==> src/rtl/vga_timing_gen.sv <==
// vga_timing_gen: VGA raster timing (DrawX/DrawY, syncs, blank) from a 50 MHz clock with a 25 MHz pixel enable.
// Optional macro VGA_FRAME_COUNT_EN adds a 16-bit frame_count output.
module vga_timing_gen #(
  parameter int H_VISIBLE  = 640,
  parameter int H_FRONT    = 16,
  parameter int H_SYNC     = 96,
  parameter int H_BACK     = 48,
  parameter int V_VISIBLE  = 480,
  parameter int V_FRONT    = 10,
  parameter int V_SYNC     = 2,
  parameter int V_BACK     = 33,
  parameter int SYNC_DELAY = 0
) (
  input  logic       Clk,
  input  logic       Reset,
  output logic       pixel_ce,
  output logic       VGA_CLK,
  output logic       VGA_HS,
  output logic       VGA_VS,
  output logic       VGA_BLANK_N,
  output logic       VGA_SYNC_N,
  output logic [9:0] DrawX,
  output logic [9:0] DrawY,
  output logic       line_start,
  output logic       frame_start
`ifdef VGA_FRAME_COUNT_EN
  , output logic [15:0] frame_count
`endif
);
  localparam logic [9:0] H_LAST = 10'(H_VISIBLE + H_FRONT + H_SYNC + H_BACK - 1);
  localparam logic [9:0] V_LAST = 10'(V_VISIBLE + V_FRONT + V_SYNC + V_BACK - 1);
  localparam logic [9:0] HS_BEG = 10'(H_VISIBLE + H_FRONT);
  localparam logic [9:0] HS_END = 10'(H_VISIBLE + H_FRONT + H_SYNC);
  localparam logic [9:0] VS_BEG = 10'(V_VISIBLE + V_FRONT);
  localparam logic [9:0] VS_END = 10'(V_VISIBLE + V_FRONT + V_SYNC);
  localparam logic [9:0] H_VIS  = 10'(H_VISIBLE);
  localparam logic [9:0] V_VIS  = 10'(V_VISIBLE);
  logic       pce_q, pce_d, vclk_q, vclk_d, ls_q, ls_d, fs_q, fs_d, h_wrap, v_wrap;
  logic [9:0] h_q, h_d, v_q, v_d;
  // Each stage holds {hs_n, vs_n, blank_n}; stage 0 decodes the next count so outputs stay registered.
  logic [2:0] stg_q [0:SYNC_DELAY];
  logic [2:0] stg_d [0:SYNC_DELAY];
  always_comb begin
    h_wrap   = h_q == H_LAST;
    v_wrap   = v_q == V_LAST;
    pce_d    = ~pce_q;
    vclk_d   = ~pce_q;
    h_d      = pce_q ? (h_wrap ? 10'd0 : h_q + 10'd1) : h_q;
    v_d      = (pce_q && h_wrap) ? (v_wrap ? 10'd0 : v_q + 10'd1) : v_q;
    ls_d     = pce_d && h_d == 10'd0;
    fs_d     = ls_d && v_d == 10'd0;
    stg_d[0] = {!(h_d >= HS_BEG && h_d < HS_END), !(v_d >= VS_BEG && v_d < VS_END),
                h_d < H_VIS && v_d < V_VIS};
    for (int i = 1; i <= SYNC_DELAY; i++) stg_d[i] = pce_q ? stg_q[i-1] : stg_q[i];
  end
  always_ff @(posedge Clk) begin
    if (Reset) begin
      pce_q  <= 1'b0;
      vclk_q <= 1'b0;
      h_q    <= 10'd0;
      v_q    <= 10'd0;
      ls_q   <= 1'b0;
      fs_q   <= 1'b0;
      for (int i = 0; i <= SYNC_DELAY; i++) stg_q[i] <= 3'b110;
    end else begin
      pce_q  <= pce_d;
      vclk_q <= vclk_d;
      h_q    <= h_d;
      v_q    <= v_d;
      ls_q   <= ls_d;
      fs_q   <= fs_d;
      stg_q  <= stg_d;
    end
  end
`ifdef VGA_FRAME_COUNT_EN
  logic [15:0] fc_q, fc_d;
  always_comb fc_d = (pce_q && h_wrap && v_wrap) ? fc_q + 16'd1 : fc_q;
  always_ff @(posedge Clk) fc_q <= Reset ? 16'd0 : fc_d;
  assign frame_count = fc_q;
`endif
  assign pixel_ce    = pce_q;
  assign VGA_CLK     = vclk_q;
  assign {VGA_HS, VGA_VS, VGA_BLANK_N} = stg_q[SYNC_DELAY];
  assign VGA_SYNC_N  = 1'b0;
  assign DrawX       = h_q;
  assign DrawY       = v_q;
  assign line_start  = ls_q;
  assign frame_start = fs_q;
endmodule

==> config.mk <==
export PLATFORM = sky130hd
export DESIGN_NAME = vga_timing_gen
export DESIGN_NICKNAME = d
export VERILOG_FILES = /design/src/rtl/vga_timing_gen.sv
export SDC_FILE = /design/constraint.sdc
export NUM_CORES = 1
export LEC_CHECK = 0
export ABC_AREA = 0
export ABC_CLOCK_PERIOD_IN_PS = 5550
export CORE_MARGIN = 1.5
export CORE_UTILIZATION = 45
export CTS_CLUSTER_DIAMETER = 150
export DETAILED_ROUTE_END_ITERATION = 6
export PLACE_DENSITY = 0.71
export SLEW_MARGIN = 20
export SYNTH_ARGS = -nofsm -noshare
export SYNTH_HDL_FRONTEND = slang
export SYNTH_SLANG_ARGS = --single-unit
==> constraint.sdc <==
create_clock -name Clk -period 5.55 [get_ports Clk]
set_input_delay 1.11 -clock Clk [delete_from_list [all_inputs] [get_ports Clk]]
set_output_delay 1.11 -clock Clk [all_outputs]
set_load 0.005 [all_outputs]
Word level (Yosys, flattened, before mapping)
Index checks and enable logic that the tools add are counted.

storage, ports and cells
  input bits = 2
  output and inout port bits = 28
  logic and storage cells = 31
  register bits = 26

cells by class
  reduce and logical (&&, ||, !) cells = 10
  bitwise operators = 1
  eq/ne operators = 2
  magnitude comparators = 6
  mux-type cells = 4
  add/sub/neg operators = 2

operators by type and width
  cell                                                                 count
  two-way mux 10 bit                                                   4
  adder 10 x 1 -> 10 bit (second input constant)                       2
  == test 10 bit (second input constant)                               2
  logical NOT 10 bit                                                   2
  less-than comparator 10 bit (second input constant)                  2
  less-than comparator 10 x 9 -> 1 bit (second input constant)         2
  greater-or-equal comparator 10 bit (second input constant)           1
  greater-or-equal comparator 10 x 9 -> 1 bit (second input constant)  1
  logical AND 1 bit                                                    6
  logical NOT 1 bit                                                    2
  inverter 1 bit                                                       1

Logic depth before layout (Yosys ltp)
  word-level depth = 6
  mapped depth = 8

Worst setup path before layout
OpenSTA, ideal clock, no wires.

  path type = reg2reg
  start = register v_q[0], in the netlist DrawY[0]
  end = register stg_q[1] in the netlist's numbering
  path slack = 3.021 ns
  setup time = 0.124 ns
  cell stages (with the launch flop) = 8
  data required time = 5.426 ns
  arrival time = 2.404 ns
  path through = dfxtp_1 > ha_1 > nand2_1 > or4b_1 > a211oi_1 > a31oi_1 > or4_1 > a2111o_1

between the ends
  longest elaborated chain between the ends = 6
  elaborated cells on any way between the ends = 8

RTL lines
  item                                                                                                 RTL line  source
  from (decl)                                                                                          39        logic [9:0] h_q, h_d, v_q, v_d;
  from (signal assigned)                                                                               69        v_q <= v_d;
  adder 10 x 1 -> 10 bit or == test 10 bit (tied branches)                                             49, 45
  two-way mux 10 bit                                                                                   49        v_d = (pce_q && h_wrap) ? (v_wrap ? 10'd0 : v_q + 10'd1) : v_q;
  two-way mux 10 bit *                                                                                 49
  greater-or-equal comparator 10 x 9 -> 1 bit or less-than comparator 10 x 9 -> 1 bit (tied branches)  52        stg_d[0] = {!(h_d >= HS_BEG && h_d < HS_END), !(v_d >= VS_BEG && v_d < VS_END),
  logical AND 1 bit *                                                                                  52
  logical NOT 1 bit *                                                                                  52
  to (signal assigned)                                                                                 72        stg_q <= stg_d;
  to (decl)                                                                                            41        logic [2:0] stg_q [0:SYNC_DELAY];

Every way passes the cells marked *; elsewhere a longest branch is shown, timed or not.
A chain may end at the register's enable or synchronous reset.

Final worst setup path
Same ends and word-level chain as after synthesis.

==> impl_metrics.json <==
{
  "worstMarginPinSlew_ps": 872,
  "ant_nets": 0,
  "grt_use_total": 0.189,
  "synth_ff_type": "dfxtp_1",
  "syn_area_per_cell_um2": 8.34,
  "viasPerCell": 5.55,
  "io-pin-count": 30,
  "initial_utilization": 0.482,
  "die_h_um": 60.9,
  "fmaxAchievable_ghz": 0.361,
  "ir_drop_mv": 0.117,
  "place.gp.congestion": 0.834,
  "grt-ovfl-total": 0,
  "setup_viol": 0,
  "grt_setup_unrepaired": "false",
  "hold_class": "flop to flop",
  "cts_buffers": 3,
  "coreArea_um2": 3130,
  "r2r-end": "stg_q[1]",
  "synth_edf_count": 0,
  "worst-setup-path-type": "flop to flop",
  "wl_per_cell_um": 13.1,
  "drv_slew": 0,
  "cts.htree.levels": 1,
  "reg2reg_depth": 7,
  "finalHoldViolations": 0,
  "critPathLaunchType": "flop",
  "reg2reg_from": "DrawY[0]",
  "synthesis.nets": 186,
  "dp_hpwl_um": 2190,
  "netlist_area_um2": 1510,
  "synth.distinct_cells": 46,
  "grt_antenna_before_repair": 0,
  "initialDrtViolationCount": 40,
  "power_density_nw_per_um2": 164,
  "cts_tree": "built",
  "r2r_setup_slack_ps": 2780,
  "diodes": 0,
  "clock-sinks": 26,
  "multi_input_area_um2": 901,
  "ctsHoldBuffers": 0,
  "crit_fanout": 8,
  "ys_ff_latch": 26,
  "post_cts_buffers": 0,
  "grt_pass1_vias": 1139,
  "postSynth.asyncResetShare": 0,
  "vias": 1337,
  "holdWs_ps": 585,
  "status": "finished clean",
  "clkLatencyLatePin_ps": 320,
  "synthCells": 181,
  "critical_path_required_ps": 5770,
  "end_kind": "flop",
  "drive_gt1_frac": 0.0558,
  "die_w_um": 60.9,
  "min_from": "DrawY[1]",
  "fin_crit_sh": 0.500,
  "hold_path_depth": 2,
  "drc_errors": 0,
  "grt_pass1_wl_um": 5290,
  "cp.arrival_ps": 2990,
  "yosys_warnings": 0,
  "cts_root_buf": "clkbuf_4",
  "cts-resized-gates": 0,
  "portBuffers": 28,
  "rows": 20,
  "finClkSkew_ps": 5.20,
  "seq_area_um2": 520,
  "n_fill_cell": 312,
  "ctsLongestPathBuffers": 2,
  "routed_wl_um": 3160,
  "grt_max_degree": 24,
  "min_period_ps": 2770,
  "die_area_um2": 3710,
  "drt-pass1-iter-count": 4,
  "clk_pin_slew_ps": 130,
  "power_leakage_uw": 0.000618,
  "ys_seq_area_frac": 0.345,
  "whs_endpoint": "DrawY[1]",
  "nets": 204,
  "area_growth_pct": 18.7,
  "maxCapViolations": 0,
  "finalSetupTns_ps": 0,
  "relSlewSlack": 0.417
}
[critical path: stages (launching register included)]
cell and delay, ps:
dfxtp_1 480, ha_1 310, nand2_1 140, or4b_1 520, a211oi_1 250, a31oi_1 50
or4_1 530, a2111o_1 390
[power by group]
group	internal (µW)	total, µW	switching [µW]
clock network	25.4	80.2	54.7
registers	191	195	3.94
logic	11.4	19.5	8.10
total	227	294	66.8
[flip-flops by register name (all words and copies together), names as in the netlist]
signal and count:
stg_q 3, line_start 1, frame_start 1, DrawX 10
VGA_CLK 1, DrawY 10
[cell families (layout without fill, tap and decap cells)]
kind of cell / Yosys count / count (layout) / share of synthesized area
mux: 3 / 3 / 0.0207
xor+xnor: 15 / 15 / 0.0871
other cells: 1 / 1 / 0.00249
compound gates: 35 / 35 / 0.146
flops: 26 / 26 / 0.345
simple gates: 80 / 80 / 0.316
fa+ha+maj: 3 / 3 / 0.0249
buf+inv: 18 / 34 / 0.0580
[metal layers]
layer,track usage,vias to the layer above,part of all wire
met5,0,-,0
met4,0.0466,0,0.011
met3,0.0341,4,0.056
met2,0.295,41,0.43
met1,0.271,611,0.50
li1,-,681,-
[placed cells by master, fill, tap and decap left out, types with 2 or more instances in the layout]
cell type	count
nand2_1	15
clkdlybuf4s50_1	28
and3_1	6
inv_1	3
xor2_1	6
nand3b_1	2
o21ai_0	9
nor2_1	17
or4_1	3
dfxtp_1	26
clkbuf_4	3
and2_1	3
a211oi_1	2
nand4_1	5
a21boi_0	3
ha_1	3
mux2i_1	2
nand3_1	5
xnor2_1	9
nor3_1	11
a31oi_1	3
a21oi_1	11
[stage by stage]
step / util / cell area (µm²) / setup slack, ps / total power [µW] / std cells
after floorplan: - / 1510 / 3020 / 208 / 181
after global placement: 0.565 / 1770 / 2630 / 218 / 238
after detailed placement: 0.565 / 1770 / 2570 / 218 / 238
after CTS: 0.572 / 1790 / 2780 / 297 / 241
after global routing: 0.572 / 1790 / 2610 / 306 / 241
final: 0.572 / 1790 / 2780 / 294 / 241
[cell usage after synthesis, drive strengths merged, types with 5 or more instances]
cell type  count  area (µm²)
nand3          5        25.0
dfxtp         26         521
nor3          12        65.1
xnor2          9        78.8
nand4          6        52.6
nor2          17        63.8
a21oi         11        55.1
o21ai          9        45.0
nand2         15        56.3
buf            7        46.3
clkbuf         8        30.0
xor2           6        52.6
and3           6        37.5
[worst max path at each step]
stage	slack (ps)	endpoint	from
final	2780	stg_q[1]	DrawY[0]
after floorplan	3020	stg_q[1]	DrawY[0]
after global placement	2630	frame_start	Reset
after global routing	2610	stg_q[1]	DrawY[0]
after CTS	2780	stg_q[1]	DrawY[0]
after detailed placement	2570	frame_start	Reset
[final cells by class]
cell class | count | area share
Inverter | 3 | 0.00629
Sequential cell | 26 | 0.291
Timing Repair Buffer | 28 | 0.157
Multi-Input combinational cell | 137 | 0.503
Clock buffer | 3 | 0.0126
Tap cell | 44 | 0.0307
No activity file was read; power rests on OpenSTA's default activity.
